## config.mk

```make
export PLATFORM = sky130hd
export DESIGN_NAME = inst_mem_controller_flat
export DESIGN_NICKNAME = d
export VERILOG_FILES = /design/src/rtl/inst_mem_controller_if.sv /design/src/rtl/inst_mem_controller.sv /design/src/flat_wrapper.sv
export SDC_FILE = /design/constraint.sdc
export NUM_CORES = 1
export LEC_CHECK = 0
export CELL_PAD_IN_SITES_DETAIL_PLACEMENT = 0
export CELL_PAD_IN_SITES_GLOBAL_PLACEMENT = 1
export CORE_MARGIN = 3
export CORE_UTILIZATION = 44
export CTS_BUF_LIST = sky130_fd_sc_hd__clkbuf_8
export CTS_CLUSTER_DIAMETER = 150
export DETAILED_ROUTE_END_ITERATION = 6
export PLACE_DENSITY_LB_ADDON = 0.1
export SYNTH_ARGS = -nofsm -noshare
export SYNTH_HDL_FRONTEND = slang
export SYNTH_SLANG_ARGS = --single-unit
```

## constraint.sdc

```tcl
create_clock -name clk_in -period 5.5 [get_ports clk_in]
set_input_delay 0.55 -clock clk_in [delete_from_list [all_inputs] [get_ports clk_in]]
set_output_delay 0.55 -clock clk_in [all_outputs]
set_load 0.02 [all_outputs]
```

## src/rtl/inst_mem_controller_if.sv

```systemverilog
// Fetch-request and byte-wide RAM port signals shared by the instruction
// fetcher, the RAM arbiter and the instruction memory controller.
interface inst_mem_controller_if #(
  parameter int ADDR_WIDTH = 32
);
  logic                  _InstFetcher_need_inst;
  logic [31:0]           _pc;
  logic                  _mem_busy;
  logic                  _inst_ready;
  logic [31:0]           _inst;
  logic                  _mem_req;
  logic                  _mem_grant;
  logic [ADDR_WIDTH-1:0] mem_a;
  logic [7:0]            mem_din;
  logic                  mem_wr;

  // slave: the controller; master: fetcher plus arbiter/RAM side
  modport slave (
    input  _InstFetcher_need_inst, _pc, _mem_grant, mem_din,
    output _mem_busy, _inst_ready, _inst, _mem_req, mem_a, mem_wr
  );

  modport master (
    output _InstFetcher_need_inst, _pc, _mem_grant, mem_din,
    input  _mem_busy, _inst_ready, _inst, _mem_req, mem_a, mem_wr
  );
endinterface

```

## src/rtl/inst_mem_controller.sv

```systemverilog
// Instruction memory controller: reads four bytes from the byte-wide RAM port
// and returns one little-endian 32-bit instruction per fetch request.
module inst_mem_controller #(
  parameter int ADDR_WIDTH = 32
) (
  input  logic                 clk_in,
  input  logic                 rst_in,
  input  logic                 rdy_in,
  input  logic                 _clear,
  inst_mem_controller_if.slave bus
);

  typedef enum logic [1:0] {
    S_IDLE = 2'd0,
    S_READ = 2'd1,
    S_DONE = 2'd2
  } state_e;

  state_e                state_q, state_d;
  logic [ADDR_WIDTH-1:0] addr_q, addr_d;
  logic [ADDR_WIDTH-1:0] mem_a_q, mem_a_d;
  logic [2:0]            cnt_q, cnt_d;
  logic                  iss_q, iss_d;
  logic [1:0]            slot_q, slot_d;
  logic [31:0]           bytes_q, bytes_d;
  logic [31:0]           inst_q, inst_d;
  logic                  ready_q, ready_d;
  logic                  accept, issue, capture;

  assign accept  = (state_q == S_IDLE) && bus._InstFetcher_need_inst && rdy_in && !_clear;
  assign issue   = (state_q == S_READ) && bus._mem_grant && rdy_in && !_clear && (cnt_q < 3'd4);
  // RAM data answers the address issued one cycle earlier, regardless of pause or grant
  assign capture = (state_q == S_READ) && iss_q;

  always_ff @(posedge clk_in) begin
    if (rst_in) begin
      state_q <= S_IDLE;
      cnt_q   <= 3'd0;
      iss_q   <= 1'b0;
      slot_q  <= 2'd0;
      mem_a_q <= '0;
      inst_q  <= 32'd0;
      ready_q <= 1'b0;
    end else begin
      state_q <= state_d;
      cnt_q   <= cnt_d;
      iss_q   <= iss_d;
      slot_q  <= slot_d;
      mem_a_q <= mem_a_d;
      inst_q  <= inst_d;
      ready_q <= ready_d;
    end
  end

  always_ff @(posedge clk_in) begin
    addr_q  <= addr_d;
    bytes_q <= bytes_d;
  end

  always_comb begin
    state_d = state_q;
    if (_clear) begin
      state_d = S_IDLE;
    end else begin
      case (state_q)
        S_IDLE: if (accept) state_d = S_READ;
        S_READ: if (capture && (slot_q == 2'd3)) state_d = S_DONE;
        S_DONE: if (rdy_in) state_d = S_IDLE;
        default: state_d = S_IDLE;
      endcase
    end
  end

  always_comb begin
    addr_d  = addr_q;
    cnt_d   = cnt_q;
    iss_d   = 1'b0;
    slot_d  = slot_q;
    bytes_d = bytes_q;
    mem_a_d = '0;
    inst_d  = inst_q;
    ready_d = 1'b0;

    if (accept) begin
      addr_d = bus._pc[ADDR_WIDTH-1:0];
      cnt_d  = 3'd0;
    end

    if (issue) begin
      mem_a_d = addr_q + ADDR_WIDTH'(cnt_q);
      iss_d   = 1'b1;
      slot_d  = cnt_q[1:0];
      cnt_d   = cnt_q + 3'd1;
    end

    if (capture) begin
      bytes_d[{slot_q, 3'b000} +: 8] = bus.mem_din;
    end

    if ((state_q == S_DONE) && rdy_in && !_clear) begin
      inst_d  = bytes_q;
      ready_d = 1'b1;
    end

    if (_clear) begin
      cnt_d = 3'd0;
      iss_d = 1'b0;
    end
  end

  assign bus._mem_busy   = (state_q != S_IDLE);
  assign bus._mem_req    = (state_q == S_READ);
  assign bus._inst_ready = ready_q;
  assign bus._inst       = inst_q;
  assign bus.mem_a       = mem_a_q;
  assign bus.mem_wr      = 1'b0;

endmodule

```

## src/flat_wrapper.sv

```systemverilog
// flat-port wrapper written by rule: the top's interface ports become plain ports
module inst_mem_controller_flat 
#(
  parameter int ADDR_WIDTH = 32
)
  (clk_in, rst_in, rdy_in, _clear, bus__InstFetcher_need_inst, bus__pc, bus__mem_grant, bus_mem_din, bus__mem_busy, bus__inst_ready, bus__inst, bus__mem_req, bus_mem_a, bus_mem_wr);
  inst_mem_controller_if #(.ADDR_WIDTH(ADDR_WIDTH)) bus_i ();
  input  logic clk_in;
  input  logic rst_in;
  input  logic rdy_in;
  input  logic _clear;
  input wire logic [$bits(bus_i._InstFetcher_need_inst)-1:0] bus__InstFetcher_need_inst;
  input wire logic [$bits(bus_i._pc)-1:0] bus__pc;
  input wire logic [$bits(bus_i._mem_grant)-1:0] bus__mem_grant;
  input wire logic [$bits(bus_i.mem_din)-1:0] bus_mem_din;
  output wire logic [$bits(bus_i._mem_busy)-1:0] bus__mem_busy;
  output wire logic [$bits(bus_i._inst_ready)-1:0] bus__inst_ready;
  output wire logic [$bits(bus_i._inst)-1:0] bus__inst;
  output wire logic [$bits(bus_i._mem_req)-1:0] bus__mem_req;
  output wire logic [$bits(bus_i.mem_a)-1:0] bus_mem_a;
  output wire logic [$bits(bus_i.mem_wr)-1:0] bus_mem_wr;
  assign bus_i._InstFetcher_need_inst = bus__InstFetcher_need_inst;
  assign bus_i._pc = bus__pc;
  assign bus_i._mem_grant = bus__mem_grant;
  assign bus_i.mem_din = bus_mem_din;
  assign bus__mem_busy = bus_i._mem_busy;
  assign bus__inst_ready = bus_i._inst_ready;
  assign bus__inst = bus_i._inst;
  assign bus__mem_req = bus_i._mem_req;
  assign bus_mem_a = bus_i.mem_a;
  assign bus_mem_wr = bus_i.mem_wr;
  inst_mem_controller #(.ADDR_WIDTH(ADDR_WIDTH)) u_core (.clk_in(clk_in), .rst_in(rst_in), .rdy_in(rdy_in), ._clear(_clear), .bus(bus_i));
endmodule
```

==> results of run 1 <==
==> power groups by stage <==
| stage | combinational [uW] | sequential [uW] | clock, uW |
|---|---|---|---|
| after global routing | 66.2 | 1080 | 792 |
| final | 61.6 | 1080 | 728 |
| after CTS | 62.3 | 1080 | 749 |
| after detailed placement | 62.0 | 1100 | 0 |
| after floorplan | 20.2 | 1100 | 0 |
| after global placement | 61.3 | 1100 | 0 |
==> sequential cells by signal (all words and copies together), names as in the netlist <==
name	cells
u_core.bus._inst_ready	1
u_core.cnt_q	3
u_core.slot_q	2
u_core.bus._inst	32
u_core.addr_q	32
u_core.state_q	2
u_core.bus.mem_a	32
u_core.bytes_q	32
u_core.iss_q	1
==> cells in the mapped netlist (2+ instances only) <==
library cell and n:
and2_1 35, nor3_1 9, nor4b_2 2, buf_2 2, nand3_1 7, nor2_1 32
nand4_1 7, nand2_1 80, inv_1 5, a21oi_1 40, clkbuf_1 16, inv_2 2
nor2b_1 2, edfxtp_1 64, nor4_2 3, xor2_1 8, nor3b_1 4, nor2_2 3
dfxtp_1 73, nor4_4 4, ha_1 9, or4_1 3, xnor2_1 20, a22oi_1 2
and3_1 8
==> through the flow <==
step           instance area (sq um)  total power, uW  setup WS [ns]  std cells
2_1_floorplan                   5320             1120           3.32        462
3_3_place_gp                    6550             1160           2.75        699
3_5_place_dp                    6550             1160           2.66        699
4_1_cts                         6910             1890           2.92        731
5_1_grt                         6920             1940           2.78        732
6_report                        6920             1870           2.96        732
==> kinds of logic after synthesis <==
| family | share of synthesized area, % |
|---|---|
| flops | 63.7 |
| xor+xnor | 4.61 |
| other cells | 0.0706 |
| fa+ha+maj | 2.50 |
| buf+inv | 2.24 |
| compound gates | 4.59 |
| simple gates | 22.3 |
==> worst max-delay path, cell delays in order, from the launching register on <==
cell	delay [ns]
dfxtp_1	0.38
nor2b_1	0.46
clkdlybuf4s50_1	0.71
==> per-layer routing <==
layer,track usage (%),part of all wire [%]
met5,0,0
met3,6.27,6.2
met4,7.50,2.2
met1,18.9,42
met2,28.1,49
==> placed cells by master (no fill, tap or decap), types with 12 or more instances in the layout <==
cell             instances
and2_1                  35
nand2_1                 80
clkbuf_8                24
inv_1                   12
dfxtp_1                 73
xnor2_1                 20
clkdlybuf4s50_1        112
a21oi_1                 40
edfxtp_1                64
nor2_1                  32
==> how the worst max path moves through the flow <==
stage	startpoint	to	slack [ns]
floorplan	rdy_in	u_core.cnt_q[1]	3.32
global placement	_clear	u_core.bus._inst[27]	2.75
detailed placement	_clear	u_core.bus._inst[16]	2.66
CTS	u_core.state_q[0]	bus__mem_req	2.92
global route	u_core.state_q[0]	bus__mem_req	2.78
finish	u_core.state_q[0]	bus__mem_req	2.96
==> cell type report <==
type,count,area [sq um]
sequential,137,3380
timing repair buffer,116,1160
clock buffer,24,330
multi-input combinational,297,1810
inverter,7,26.3
tap,143,179
clock inverter,8,31.3
fill,1026,4690
==> out/qor.yml, run 1 <==
global_route:
  grt_max_degree: 42
  grt_usage_pct: 16.7
  grt_pass1_vias: 3468
  antenna_found_initial: 0
  grt_pass1_wl_mm: 16.7
  grt_overflow: 0
power:
  power.combinational.fraction_pct: 3.3
  pwr_density_cell_nw_per_um2: 270
  p_int_uw: 1490
  sw_frac_of_total_pct: 20.1
  clkPwrFrac_pct: 39.0
  seqPwrFrac_pct: 57.7
  p_leak_uw: 0.00244
  p_sw_uw: 375
  ir_drop_mv: 0.224
timing:
  tns_ns: 0
  final-hold-violation-count: 0
  fmaxAchievable_ghz: 0.393
  fin_skew_ns: 0.00978
  worst_pin_slew_ns: 1.12
  fin_crit_ns: 2.54
  rsz0062_at_grt: "false"
  setup_viol: 0
  slew_viol_final: 0
  hold-worst-slack_ns: 0.451
  relSlewSlack_pct: 25.3
  fin_crit_sh_pct: 46.3
worst_setup_path:
  crit_type: "reg -> out"
  cp.required_ns: 4.95
  cp-start-kind: "flip-flop"
  rr_endpoint: "u_core.bus.mem_a[10]"
  crit_fanout: 8
  worstSetupEndpointType: "primary output"
  r2r_start: "u_core.cnt_q[0]"
  reg2reg_depth: 7
  cp.arrival_ns: 1.99
  regToRegSetupSlack_ns: 3.19
clocking:
  numCtsBuffers: 17
  cts_hold_repair.buffers: 0
  worst_skew_pair.late_latency_ns: 0.44
  tritoncts: "done"
  clk_path_buf_depth: 2
  root_buffer: "clkbuf_8"
  cts_resized: 0
  cts.sinks: 137
  cts.htree.levels: 4
  cts_setup_buffers: 0
  clkTransAtPathRegs_ns: 0.07
die:
  rows: 39
  ios: 114
  die_y_microns: 116
  core_sq_um: 11600
  die_w_microns: 116
  dieArea_sq_um: 13400
  initial_core_util_pct: 45.8
logic_synthesis:
  synth_top_area_share_pct: 36.2
  synth-warning-count: 0
  synthDistinctLibCells: 47
  seq_area_frac_synth_pct: 63.7
  yosys.area.top_type: "edfxtp_1"
  syn_avg_cell_area_sq_um: 11.5
  synth.ff_latch_count: 137
  synthCells: 462
  synth.area.top_cells: "edfxtp_1 36%, dfxtp_1 27%, nand2_1 5.6%"
  synth_async_sr_flop_share_pct: 0
  synth_area_sq_um: 5320
  syn-num-nets: 518
  synth_edf_count: 64
  ys.flop_type: "dfxtp_1"
run_status:
  status: "completed"
cells_and_area:
  area_growth_pct: 30.2
  diodes: 0
  nNetsFinal: 632
  finalCoreUtilization_pct: 59.6
  drive_gt1_share_pct: 8.32
worst_hold_path:
  min_to: "u_core.bus._inst[22]"
  hp-start: "u_core.bus._inst[22]"
  hp-class: "reg -> reg"
  min_path_cells: 2
placement:
  place_congestion: 0.714
  dp_hpwl_mm: 7.23
  port_buffers: 112
route:
  initialDrtViolationCount: 178
  routed_via_density: 4.87
  drc: 0
  routedWlPerCell_microns: 14.3
  vias: 3565
  postRouteAntennaNets: 0
  drt-pass1-iter-count: 4
  wl_mm: 10.5
job:
  maxCapViolations: 0
Power figures use the tool's default switching activity.
==> run 2: changes to the inputs <==
Settings changed: CORE_UTILIZATION 44 to 37.
Clock period 5.5 ns to 2.1 ns, I/O delays scaled along.
==> run 2 against run 1 <==
Net effect: routed wire length rose by 6.7%; design area rose by 2.7%; die area rose by 18%; register-to-register slack got worse by 3.0 ns; sequential power rose to 2.6 times the previous value; global-route usage fell by 1.9 points; non-clock buffer count rose by 12; count of clock-buffer cells in the layout fell by 3; sequential cell count did not move; clock skew rose by 0.0016 ns; critical endpoint is now u_core.bus.mem_a[28]; largest power group unchanged; highest routed layer unchanged.
==> out/qor.yml, run 2 (same netlist as run 1, synthesis figures left out) <==
run_status:
  status: "completed"
route:
  routedWlPerCell_microns: 14.3  # about the same
  routed_via_density: 4.61  # -5.4%
  drt-pass1-iter-count: 4  # unchanged
  postRouteAntennaNets: 0  # unchanged
  drc: 0  # unchanged
  initialDrtViolationCount: 151  # -15%
  vias: 3597  # +0.90%
  wl_mm: 11.2  # +6.7%
cells_and_area:
  drive_gt1_share_pct: 11.0  # +2.7 points
  nNetsFinal: 644  # +1.9%
  fin_cells: 781  # +6.7%
  mostFrequentLayoutCells: "112 x clkdlybuf4s50_1, 80 x nand2_1, 73 x dfxtp_1"
  final_common_cell: "clkdlybuf4s50_1"
  diodes: 0  # unchanged
  area_growth_pct: 33.7
timing:
  slew_viol_final: 0  # unchanged
  rsz0062_at_grt: "false"
  fin_skew_ns: 0.0114  # +0.00158 ns
  fin_crit_ns: 1.96
  final-hold-violation-count: 0  # unchanged
  fin_crit_sh_pct: 93.2
  tns_ns: 0  # unchanged
  fmaxAchievable_ghz: 0.511
  setup_viol: 0  # unchanged
clocking:
  worst_skew_pair.late_latency_ns: 0.44  # about the same
  cts.sinks: 137  # unchanged
  tritoncts: "done"
  clk_path_buf_depth: 2  # unchanged
  clkTransAtPathRegs_ns: 0.07  # about the same
  numCtsBuffers: 17  # unchanged
  cts.htree.levels: 4  # unchanged
  root_buffer: "clkbuf_8"
global_route:
  grt_pass1_wl_mm: 18.3  # +9.4%
  antenna_found_initial: 0  # unchanged
  grt_usage_pct: 14.8  # -1.9 points
  grt_overflow: 0  # unchanged
  grt_pass1_vias: 3697  # +6.6%
  grt_max_degree: 41  # -2.4%
worst_setup_path:
  cp-start-kind: "flip-flop"
  cp_cell_sequence: "nand4_4 > or4_4 > nor4_4 > xnor2_1 > nor2_2"
  cpPeakStageDelay_ns: 0.68  # -0.03 ns
  crit_fanout: 10  # +2
  critPathBufInv: 0  # -1
  crit_type: "reg -> reg"
  cp.arrival_ns: 2.27  # +0.28 ns
  worstSetupEndpointType: "flip-flop"
  cp.required_ns: 2.41  # -2.54 ns
  slowest_stage: "or4_4"
  crit_family: "simple AND/OR/NAND/NOR gates"
die:
  dieArea_sq_um: 15800  # +18%
  die_w_microns: 126  # +8.6%
  rows: 43  # +10%
  die_y_microns: 126  # +8.6%
  core_sq_um: 14000  # +20%
  initial_core_util_pct: 38.0  # -7.8 points
  ios: 114  # unchanged
power:
  clkPwrFrac_pct: 41.3  # +2.3 points
  sw_frac_of_total_pct: 20.3  # +0.20 points
  seqPwrFrac_pct: 55.3  # -2.4 points
  power.combinational.fraction_pct: 3.3  # about the same
  ir_drop_mv: 0.397  # +77%
  pwr_density_cell_nw_per_um2: 717  # +170%
  p_leak_uw: 0.00250  # +2.6%
  power_uw: 5100  # +170%
  p_sw_uw: 1030  # +180%
  p_int_uw: 4060  # +170%
job:
  maxCapViolations: 0  # unchanged
placement:
  port_buffers: 112  # unchanged
  place_congestion: 0.817  # +14%
  dp.cells: 749  # +7.2%
  dp_hpwl_mm: 7.95  # +10%
worst_hold_path:
  hp-class: "in -> reg"
run 2: cell count changes in the layout (fill, tap and decap cells not counted), moves of 2 or more:
cell,delta
clkinv_2,+4
bufinv_16,+2
inv_1,-4
clkbuf_8,-3
buf_12,+2
buf_4,+11
run 2: area by class of cell:
| cell class | instances | area, sq um |
|---|---|---|
| tap | 180 | 225 |
| fill | 1334 | 6880 |
| multi-input combinational | 297 | 1810 |
| inverter | 7 | 26.3 |
| timing repair buffer | 128 | 1270 |
| clock inverter | 11 | 104 |
| clock buffer | 21 | 289 |
| sequential | 137 | 3380 |
run 2: routing by layer:
layer / track usage, % / routed length (microns) / vias to the layer above
met5: 0 / 0 / -
met4: 5.74 / 201 / 0
met3: 4.50 / 647 / 16
met2: 24.8 / 5520 / 98
met1: 17.9 / 4820 / 1654
li1: - / - / 1829
run 2: worst reg2reg max path: stages (launching register included):
cell	delay, ns
edfxtp_1	0.47
nand4_4	0.17
or4_4	0.68
nor4_4	0.31
xnor2_1	0.17
nor2_2	0.04
run 2: metrics by stage:
step / hold slack, ns / utilization, % / setup slack, ns / area [sq um]
3_5_place_dp: 0.445 / 48.0 / 0.134 / 6710
3_3_place_gp: 0.444 / 48.0 / 0.163 / 6710
4_1_cts: 0.294 / 50.8 / 0.133 / 7110
6_report: 0.325 / 50.8 / 0.143 / 7110
5_1_grt: 0.289 / 50.8 / 0.0230 / 7110
2_1_floorplan: 0.289 / - / 0.117 / 5320
run 2: path summary, 6_finish.rpt:
kind	to	startpoint	slack, ns	cells past startpoint
worst max-delay path	u_core.bus.mem_a[28]	u_core.addr_q[7]	0.14	5
worst min-delay path	u_core.addr_q[23]	bus__pc[23]	0.32	1
worst max register to register	u_core.bus.mem_a[28]	u_core.addr_q[7]	0.14	5
worst min register to register	u_core.bus._inst[2]	u_core.bus._inst[2]	0.45	2
run 2: timing repair:
item,4_1_cts,5_1_grt
hold buffers,0,0
buffers inserted,0,0
resized for setup,0,1
setup endpoints to repair,0,1
endpoints found under the hold margin,0,0
run 2: power by group through the flow:
stage	registers, uW	clock network (uW)	logic [uW]
2_1_floorplan	2880	0	53.0
3_3_place_gp	2880	0	172
3_5_place_dp	2880	0	172
4_1_cts	2820	2170	173
5_1_grt	2820	2290	184
6_report	2820	2110	170
